### src/rtl/period_meter_pkg.sv
// period_meter_pkg: shared types and constants for the period meter.
// Optional build macro used by this block: PERIOD_METER_SYNC_EN.
package period_meter_pkg;

    typedef enum logic {
        IDLE    = 1'b0,
        MEASURE = 1'b1
    } state_t;

    localparam int DEF_W         = 10;
    localparam int DEF_MIN_EDGES = 2;

    // Full-scale counter value for a w-bit period counter (2^w - 1).
    function automatic longint unsigned sat_value(input int unsigned w);
        return (64'd1 << w) - 64'd1;
    endfunction

endpackage

### src/rtl/period_meter_if.sv
// period_meter_if: strobe input, enable and measurement results of the period meter.
// The master side drives EN/PULSE, the slave side (the meter) returns the results.
interface period_meter_if
    import period_meter_pkg::*;
#(
    parameter int W = DEF_W
);
    logic         EN;
    logic         PULSE;
    logic [W-1:0] PERIOD;
    logic         VALID;
    logic         OVF;
    logic         LOCKED;

    modport master (
        output EN,
        output PULSE,
        input  PERIOD,
        input  VALID,
        input  OVF,
        input  LOCKED
    );

    modport slave (
        input  EN,
        input  PULSE,
        output PERIOD,
        output VALID,
        output OVF,
        output LOCKED
    );
endinterface

### src/rtl/pulse_edge_det.sv
// pulse_edge_det: rising-edge detector for the measured strobe.
// With PERIOD_METER_SYNC_EN defined the strobe first passes a 2-flop synchronizer.
// All flops reset to 1 so a strobe held high through reset is not an edge.
module pulse_edge_det (
    input  logic clk,
    input  logic rst,
    input  logic pulse,
    output logic rise
);
    logic pulse_s;
    logic pulse_d;

`ifdef PERIOD_METER_SYNC_EN
    logic sync1;
    logic sync2;

    // Two-stage synchronizer bringing an asynchronous strobe into the clock domain.
    always_ff @(posedge clk) begin
        if (rst) begin
            sync1 <= 1'b1;
            sync2 <= 1'b1;
        end else begin
            sync1 <= pulse;
            sync2 <= sync1;
        end
    end

    assign pulse_s = sync2;
`else
    assign pulse_s = pulse;
`endif

    // Previous-cycle copy of the strobe; updates every cycle regardless of enable.
    always_ff @(posedge clk) begin
        if (rst) begin
            pulse_d <= 1'b1;
        end else begin
            pulse_d <= pulse_s;
        end
    end

    assign rise = pulse_s & ~pulse_d;

endmodule

### src/rtl/period_meter.sv
// period_meter: counts enabled clock cycles between consecutive rising edges of PULSE
// and publishes each period with a one-cycle VALID strobe, an overflow flag and LOCKED.
// Optional build macro: PERIOD_METER_SYNC_EN (adds a 2-flop input synchronizer).
module period_meter
    import period_meter_pkg::*;
#(
    parameter int W         = DEF_W,
    parameter int MIN_EDGES = DEF_MIN_EDGES
) (
    input  logic           CLOCK,
    input  logic           RESET,
    period_meter_if.slave  bus
);
    localparam logic [W-1:0] SAT = W'(sat_value(W));
    localparam int           ECW = $clog2(MIN_EDGES + 1);

    logic           rise;
    logic           accept;
    state_t         state;
    state_t         state_n;
    logic [W-1:0]   cnt;
    logic [W-1:0]   cnt_n;
    logic           capture;
    logic [W-1:0]   period;
    logic           ovf;
    logic           valid;
    logic           locked;
    logic [ECW-1:0] edge_cnt;

    pulse_edge_det u_edge_det (
        .clk   (CLOCK),
        .rst   (RESET),
        .pulse (bus.PULSE),
        .rise  (rise)
    );

    // An edge only counts when enable is high in the same cycle; otherwise it is lost.
    assign accept = rise & bus.EN;

    // State register.
    always_ff @(posedge CLOCK) begin
        if (RESET) begin
            state <= IDLE;
        end else begin
            state <= state_n;
        end
    end

    // Next state, next count and capture decision; with enable low everything holds.
    always_comb begin
        state_n = state;
        cnt_n   = cnt;
        capture = 1'b0;
        if (accept) begin
            cnt_n = W'(1);
            if (state == IDLE) begin
                state_n = MEASURE;
            end else begin
                capture = 1'b1;
            end
        end else if (bus.EN && (state == MEASURE) && (cnt != SAT)) begin
            cnt_n = cnt + W'(1);
        end
    end

    // Period counter, captured result and the registered VALID strobe.
    always_ff @(posedge CLOCK) begin
        if (RESET) begin
            cnt    <= '0;
            period <= '0;
            ovf    <= 1'b0;
            valid  <= 1'b0;
        end else begin
            cnt   <= cnt_n;
            valid <= capture;
            if (capture) begin
                period <= cnt;
                ovf    <= (cnt == SAT);
            end
        end
    end

    // Saturating accepted-edge count and the sticky LOCKED flag.
    always_ff @(posedge CLOCK) begin
        if (RESET) begin
            edge_cnt <= '0;
            locked   <= 1'b0;
        end else if (accept) begin
            if (edge_cnt != ECW'(MIN_EDGES)) begin
                edge_cnt <= edge_cnt + ECW'(1);
            end
            if (edge_cnt == ECW'(MIN_EDGES - 1)) begin
                locked <= 1'b1;
            end
        end
    end

    assign bus.PERIOD = period;
    assign bus.VALID  = valid;
    assign bus.OVF    = ovf;
    assign bus.LOCKED = locked;

endmodule

### src/flat_wrapper.sv
// flat-port wrapper written by rule: the top's interface ports become plain ports
module period_meter_flat import period_meter_pkg::*;
#(
    parameter int W         = DEF_W,
    parameter int MIN_EDGES = DEF_MIN_EDGES
)
  (CLOCK, RESET, bus_EN, bus_PULSE, bus_PERIOD, bus_VALID, bus_OVF, bus_LOCKED);
  period_meter_if #(.W(W)) bus_i ();
  input  logic CLOCK;
  input  logic RESET;
  input wire logic [$bits(bus_i.EN)-1:0] bus_EN;
  input wire logic [$bits(bus_i.PULSE)-1:0] bus_PULSE;
  output wire logic [$bits(bus_i.PERIOD)-1:0] bus_PERIOD;
  output wire logic [$bits(bus_i.VALID)-1:0] bus_VALID;
  output wire logic [$bits(bus_i.OVF)-1:0] bus_OVF;
  output wire logic [$bits(bus_i.LOCKED)-1:0] bus_LOCKED;
  assign bus_i.EN = bus_EN;
  assign bus_i.PULSE = bus_PULSE;
  assign bus_PERIOD = bus_i.PERIOD;
  assign bus_VALID = bus_i.VALID;
  assign bus_OVF = bus_i.OVF;
  assign bus_LOCKED = bus_i.LOCKED;
  period_meter #(.W(W), .MIN_EDGES(MIN_EDGES)) u_core (.CLOCK(CLOCK), .RESET(RESET), .bus(bus_i));
endmodule
### config.mk
export PLATFORM = sky130hd
export DESIGN_NAME = period_meter_flat
export DESIGN_NICKNAME = d
export VERILOG_FILES = /design/src/rtl/period_meter_pkg.sv /design/src/rtl/period_meter_if.sv /design/src/rtl/pulse_edge_det.sv /design/src/rtl/period_meter.sv /design/src/flat_wrapper.sv
export SDC_FILE = /design/constraint.sdc
export NUM_CORES = 1
export LEC_CHECK = 0
export ABC_AREA = 1
export BUFFER_PORTS_ARGS = -buffer_cell sky130_fd_sc_hd__buf_2
export CORE_ASPECT_RATIO = 1.75
export CORE_MARGIN = 1.5
export CORE_UTILIZATION = 45
export CTS_CLUSTER_DIAMETER = 50
export CTS_CLUSTER_SIZE = 8
export DETAILED_ROUTE_END_ITERATION = 16
export PLACE_DENSITY = 0.68
export SYNTH_ARGS = -nofsm -noshare
export SYNTH_HDL_FRONTEND = slang
export SYNTH_SLANG_ARGS = --single-unit
### constraint.sdc
create_clock -name CLOCK -period 1.5 [get_ports CLOCK]
set_input_delay 0.075 -clock CLOCK [delete_from_list [all_inputs] [get_ports CLOCK]]
set_output_delay 0.075 -clock CLOCK [all_outputs]
set_load 0.05 [all_outputs]
==> metrics.log <==
[metrics] floorplan row count: 24
[metrics] Final Hold Fails: 0
[metrics] outcome: completed
[metrics] post-synthesis cell type with the largest combined area: sky130_fd_sc_hd__dfxtp_1
[metrics] Die Outline Area: 3010 um^2
[metrics] number of standard cells in the layout, taps in and fillers out: 210
[metrics] slowest cell on the critical path: sky130_fd_sc_hd__dfxtp_2
[metrics] layout cell share with drive strength beyond 1: 0.190
[metrics] Area Growth Syn to Fin: 14.7%
[metrics] highest achievable clock rate: 743 MHz
[metrics] Residual DRC: 0
[metrics] number of distinct library cells after synthesis: 24
[metrics] post-synthesis compound-gate area fraction: 0.139
[metrics] number of violations of the max-capacitance limit: 0
[metrics] vias: 1116
[metrics] CTS Sinks: 27
[metrics] Final Max Tran Viols: 0
[metrics] normalized max-slew margin: 0.782
[metrics] clock root buffer: sky130_fd_sc_hd__clkbuf_8
[metrics] TritonCTS clock tree: done
[metrics] half-perimeter wire length after detailed placement: 1950 um
[metrics] core region area: 2520 um^2
[metrics] proportion of synthesized area in mux cells: 0
[metrics] setup tns final: 0 ps
[metrics] Critical Path Most Common Cell: sky130_fd_sc_hd__nor2_1
[metrics] final design utilization: 0.548
[metrics] number of instances in the synthesized netlist: 163
[metrics] global-route wire length before repair: 4480 um
[metrics] WS Path Type: register to register
[metrics] synthesized net count: 170
[metrics] mean number of vias per cell: 5.31
[metrics] I/O pin count: 17
[metrics] buffer count from post-CTS setup fixing: 0
[metrics] insertion delay of the later-clocked pin in the worst-skew pair: 270 ps
[metrics] cell leakage power: 0.610 nW
[metrics] Die Y-Extent: 71.5 um
[metrics] Arr. time, crit path: 1510 ps
[metrics] area share of the leading cell type in the synthesized netlist: 0.449
[metrics] type of the most critical hold path: input port to register
[metrics] number of nets in the layout: 192
[metrics] Overall Global Routing Usage: 0.185
[metrics] DRC violation total after the first TritonRoute iteration: 28
[metrics] ratio of final minimum period to clock period: 0.897
[metrics] horizontal extent of the die: 42.1 um
[metrics] part of the Yosys area used for sequential elements: 0.449
[metrics] power density cells: 858 nW/um^2
[metrics] routability congestion estimate from global placement: 0.811
[metrics] peak supply drop: 0.000752 V
[metrics] netlist area before placement: 1200 um^2
[metrics] critical path capture point type: register
[metrics] number of storage elements in the synthesis netlist: 27
[metrics] Mean Syn Cell Area: 7.39 um^2
[metrics] family with the most delay on the worst path: simple AND/OR/NAND/NOR gates
[metrics] worst path bufs/invs: 1
[metrics] starting density of the core: 0.478
[metrics] minimum clock period: 1350 ps
[metrics] antenna-violating nets left: 0
[metrics] final setup violation count: 0
[metrics] register clock-pin slew on the reported worst setup and hold paths: 90 ps
[metrics] actual transition at the worst max-transition pin: 326 ps
[metrics] most area-consuming cells after synthesis: sky130_fd_sc_hd__dfxtp_1 45%, sky130_fd_sc_hd__nand2_1 9.7%, sky130_fd_sc_hd__nor2_1 7.8%
[metrics] fraction of synthesized cell area in xor and xnor cells: 0.0218
[metrics] unrepaired setup endpoints after global routing: false
[metrics] count of synthesis-stage warnings from yosys: 0
[metrics] number of instances in the placed design: 206
[metrics] cts bufs inserted: 3
[metrics] H-tree depth: 1
[metrics] number of iterations in the first detailed-routing pass: 4
[metrics] type of origin of the critical path: register
[metrics] final global-route overflow total: 0
[metrics] initial antenna violation count: 0
[metrics] Layout fillers: 250
[metrics] Max Clock Skew: 2.11 ps
[metrics] Routed wire per std cell: 11.9 um
[metrics] longest individual stage delay on the worst path: 370 ps
[metrics] routed wire length: 2490 um
[metrics] cell-by-cell listing of the critical path: ha_1, nand2_1, nor2_4, nand3_4, nand2_4, inv_2, nor2_1, nor2_1
[metrics] worst hold slack: 8.22 ps
[metrics] worst endpoint required time: 1670 ps
[metrics] pin count of the biggest net entering global routing: 18
[metrics] maximum root-to-sink buffer count: 2
[metrics] count of inserted antenna diode cells: 0
[metrics] dominant combinational cell family by area after synthesis: simple AND/OR/NAND/NOR gates
[metrics] number of global-route vias before repair: 1051
[metrics] Simple-Gate Fraction of Synth Area: 0.274
[metrics] adder-cell area share of the yosys netlist: 0.0312
[metrics] port buffer count: 16
[metrics] critical path fanouts, max: 8
==> cell usage in the layout, fill, tap and decap left out, types with 2 or more instances in the layout <==
| cell | n |
|---|---|
| sky130_fd_sc_hd__buf_2 | 16 |
| sky130_fd_sc_hd__nand3_1 | 5 |
| sky130_fd_sc_hd__dfxtp_1 | 26 |
| sky130_fd_sc_hd__inv_2 | 3 |
| sky130_fd_sc_hd__nand2_1 | 31 |
| sky130_fd_sc_hd__o21ai_0 | 11 |
| sky130_fd_sc_hd__clkbuf_8 | 3 |
| sky130_fd_sc_hd__buf_4 | 5 |
| sky130_fd_sc_hd__o21ai_1 | 4 |
| sky130_fd_sc_hd__xor2_1 | 2 |
| sky130_fd_sc_hd__nand4_1 | 4 |
| sky130_fd_sc_hd__clkinv_1 | 2 |
| sky130_fd_sc_hd__a21oi_1 | 17 |
| sky130_fd_sc_hd__nor2_4 | 3 |
| sky130_fd_sc_hd__inv_1 | 16 |
| sky130_fd_sc_hd__nor2_1 | 25 |
| sky130_fd_sc_hd__ha_1 | 3 |
==> where the power goes <==
| part | switching (mW) | internal (mW) | total, mW |
|---|---|---|---|
| Sequential | 0.00543 | 0.724 | 0.730 |
| Clock | 0.215 | 0.190 | 0.405 |
| Combinational | 0.0361 | 0.0151 | 0.0512 |
==> Yosys cell counts <==
cell	number
sky130_fd_sc_hd__a21oi_1	17
sky130_fd_sc_hd__buf_2	1
sky130_fd_sc_hd__buf_4	2
sky130_fd_sc_hd__clkbuf_1	1
sky130_fd_sc_hd__clkinv_1	2
sky130_fd_sc_hd__dfxtp_1	27
sky130_fd_sc_hd__ha_1	3
sky130_fd_sc_hd__inv_1	16
sky130_fd_sc_hd__inv_2	3
sky130_fd_sc_hd__nand2_1	31
sky130_fd_sc_hd__nand2_2	1
sky130_fd_sc_hd__nand2_4	1
sky130_fd_sc_hd__nand3_1	5
sky130_fd_sc_hd__nand3_4	1
sky130_fd_sc_hd__nand4_1	4
sky130_fd_sc_hd__nor2_1	25
sky130_fd_sc_hd__nor2_2	1
sky130_fd_sc_hd__nor2_4	2
sky130_fd_sc_hd__o211ai_1	1
sky130_fd_sc_hd__o21ai_0	11
sky130_fd_sc_hd__o21ai_1	4
sky130_fd_sc_hd__or2_2	1
sky130_fd_sc_hd__xnor2_1	1
sky130_fd_sc_hd__xor2_1	2
==> cell families after synthesis <==
| kind of cell | after synthesis |
|---|---|
| simple gates | 72 |
| compound gates | 33 |
| flops | 27 |
| buf+inv | 25 |
| xor+xnor | 3 |
| fa+ha+maj | 3 |
==> metal layers <==
layer / vias to the layer above / GRT usage / part of all wire
li1: 559 / - / -
met1: 521 / 0.232 / 0.43
met2: 30 / 0.323 / 0.53
met3: 6 / 0.0227 / 0.028
met4: 0 / 0.0660 / 0.016
met5: - / 0 / 0
==> through the flow <==
stage | total power [mW] | worst slack (ps) | instance area (um^2)
2_1_floorplan | 0.781 | 191 | 1200
3_3_place_gp | 0.795 | 133 | 1330
3_5_place_dp | 0.798 | 79.5 | 1330
4_1_cts | 1.19 | 56.9 | 1380
5_1_grt | 1.24 | 24.9 | 1380
6_report | 1.19 | 154 | 1380
==> final cells by class <==
type | instances | area, um^2 | area share
clock buffers | 4 | 45.0 | 0.0326
multi-input cells | 111 | 567 | 0.410
inverters | 21 | 78.8 | 0.0570
repair buffers | 21 | 118 | 0.0851
well taps | 26 | 32.5 | 0.0235
flip-flops and latches | 27 | 542 | 0.392
==> registers in the layout, indices dropped and copies added (netlist names) <==
| name | flops |
|---|---|
| u_core.state | 1 |
| u_core.bus.LOCKED | 1 |
| u_core.cnt | 10 |
| u_core.bus.OVF | 1 |
| u_core.u_edge_det.pulse_d | 1 |
| u_core.bus.PERIOD | 10 |
| u_core.bus.VALID | 1 |
| u_core.edge_cnt | 2 |
==> worst register-to-register path, stage by stage (launching register included) <==
cell                      delay [ps]
sky130_fd_sc_hd__dfxtp_2         370
sky130_fd_sc_hd__ha_1            180
sky130_fd_sc_hd__nand2_1          90
sky130_fd_sc_hd__nor2_4          130
sky130_fd_sc_hd__nand3_4         140
sky130_fd_sc_hd__nand2_4         130
sky130_fd_sc_hd__inv_2            70
sky130_fd_sc_hd__nor2_1           90
sky130_fd_sc_hd__nor2_1           50
==> path summary, 6_finish.rpt <==
| kind | start | end | slack [ps] | depth (start not counted) |
|---|---|---|---|---|
| max | u_core.cnt[1] | u_core.cnt[1] | 150 | 8 |
| min | bus_PULSE | u_core.u_edge_det.pulse_d | 8 | 2 |
| max reg2reg | u_core.cnt[1] | u_core.cnt[1] | 150 | 8 |
| min reg2reg | u_core.bus.LOCKED | u_core.bus.LOCKED | 450 | 2 |
==> timing repair <==
item | CTS | global route
hold buffers | 0 | 0
setup endpoints to repair | 0 | 8
resized for setup | 0 | 2
Note: power is estimated with default switching activity, not from simulation.
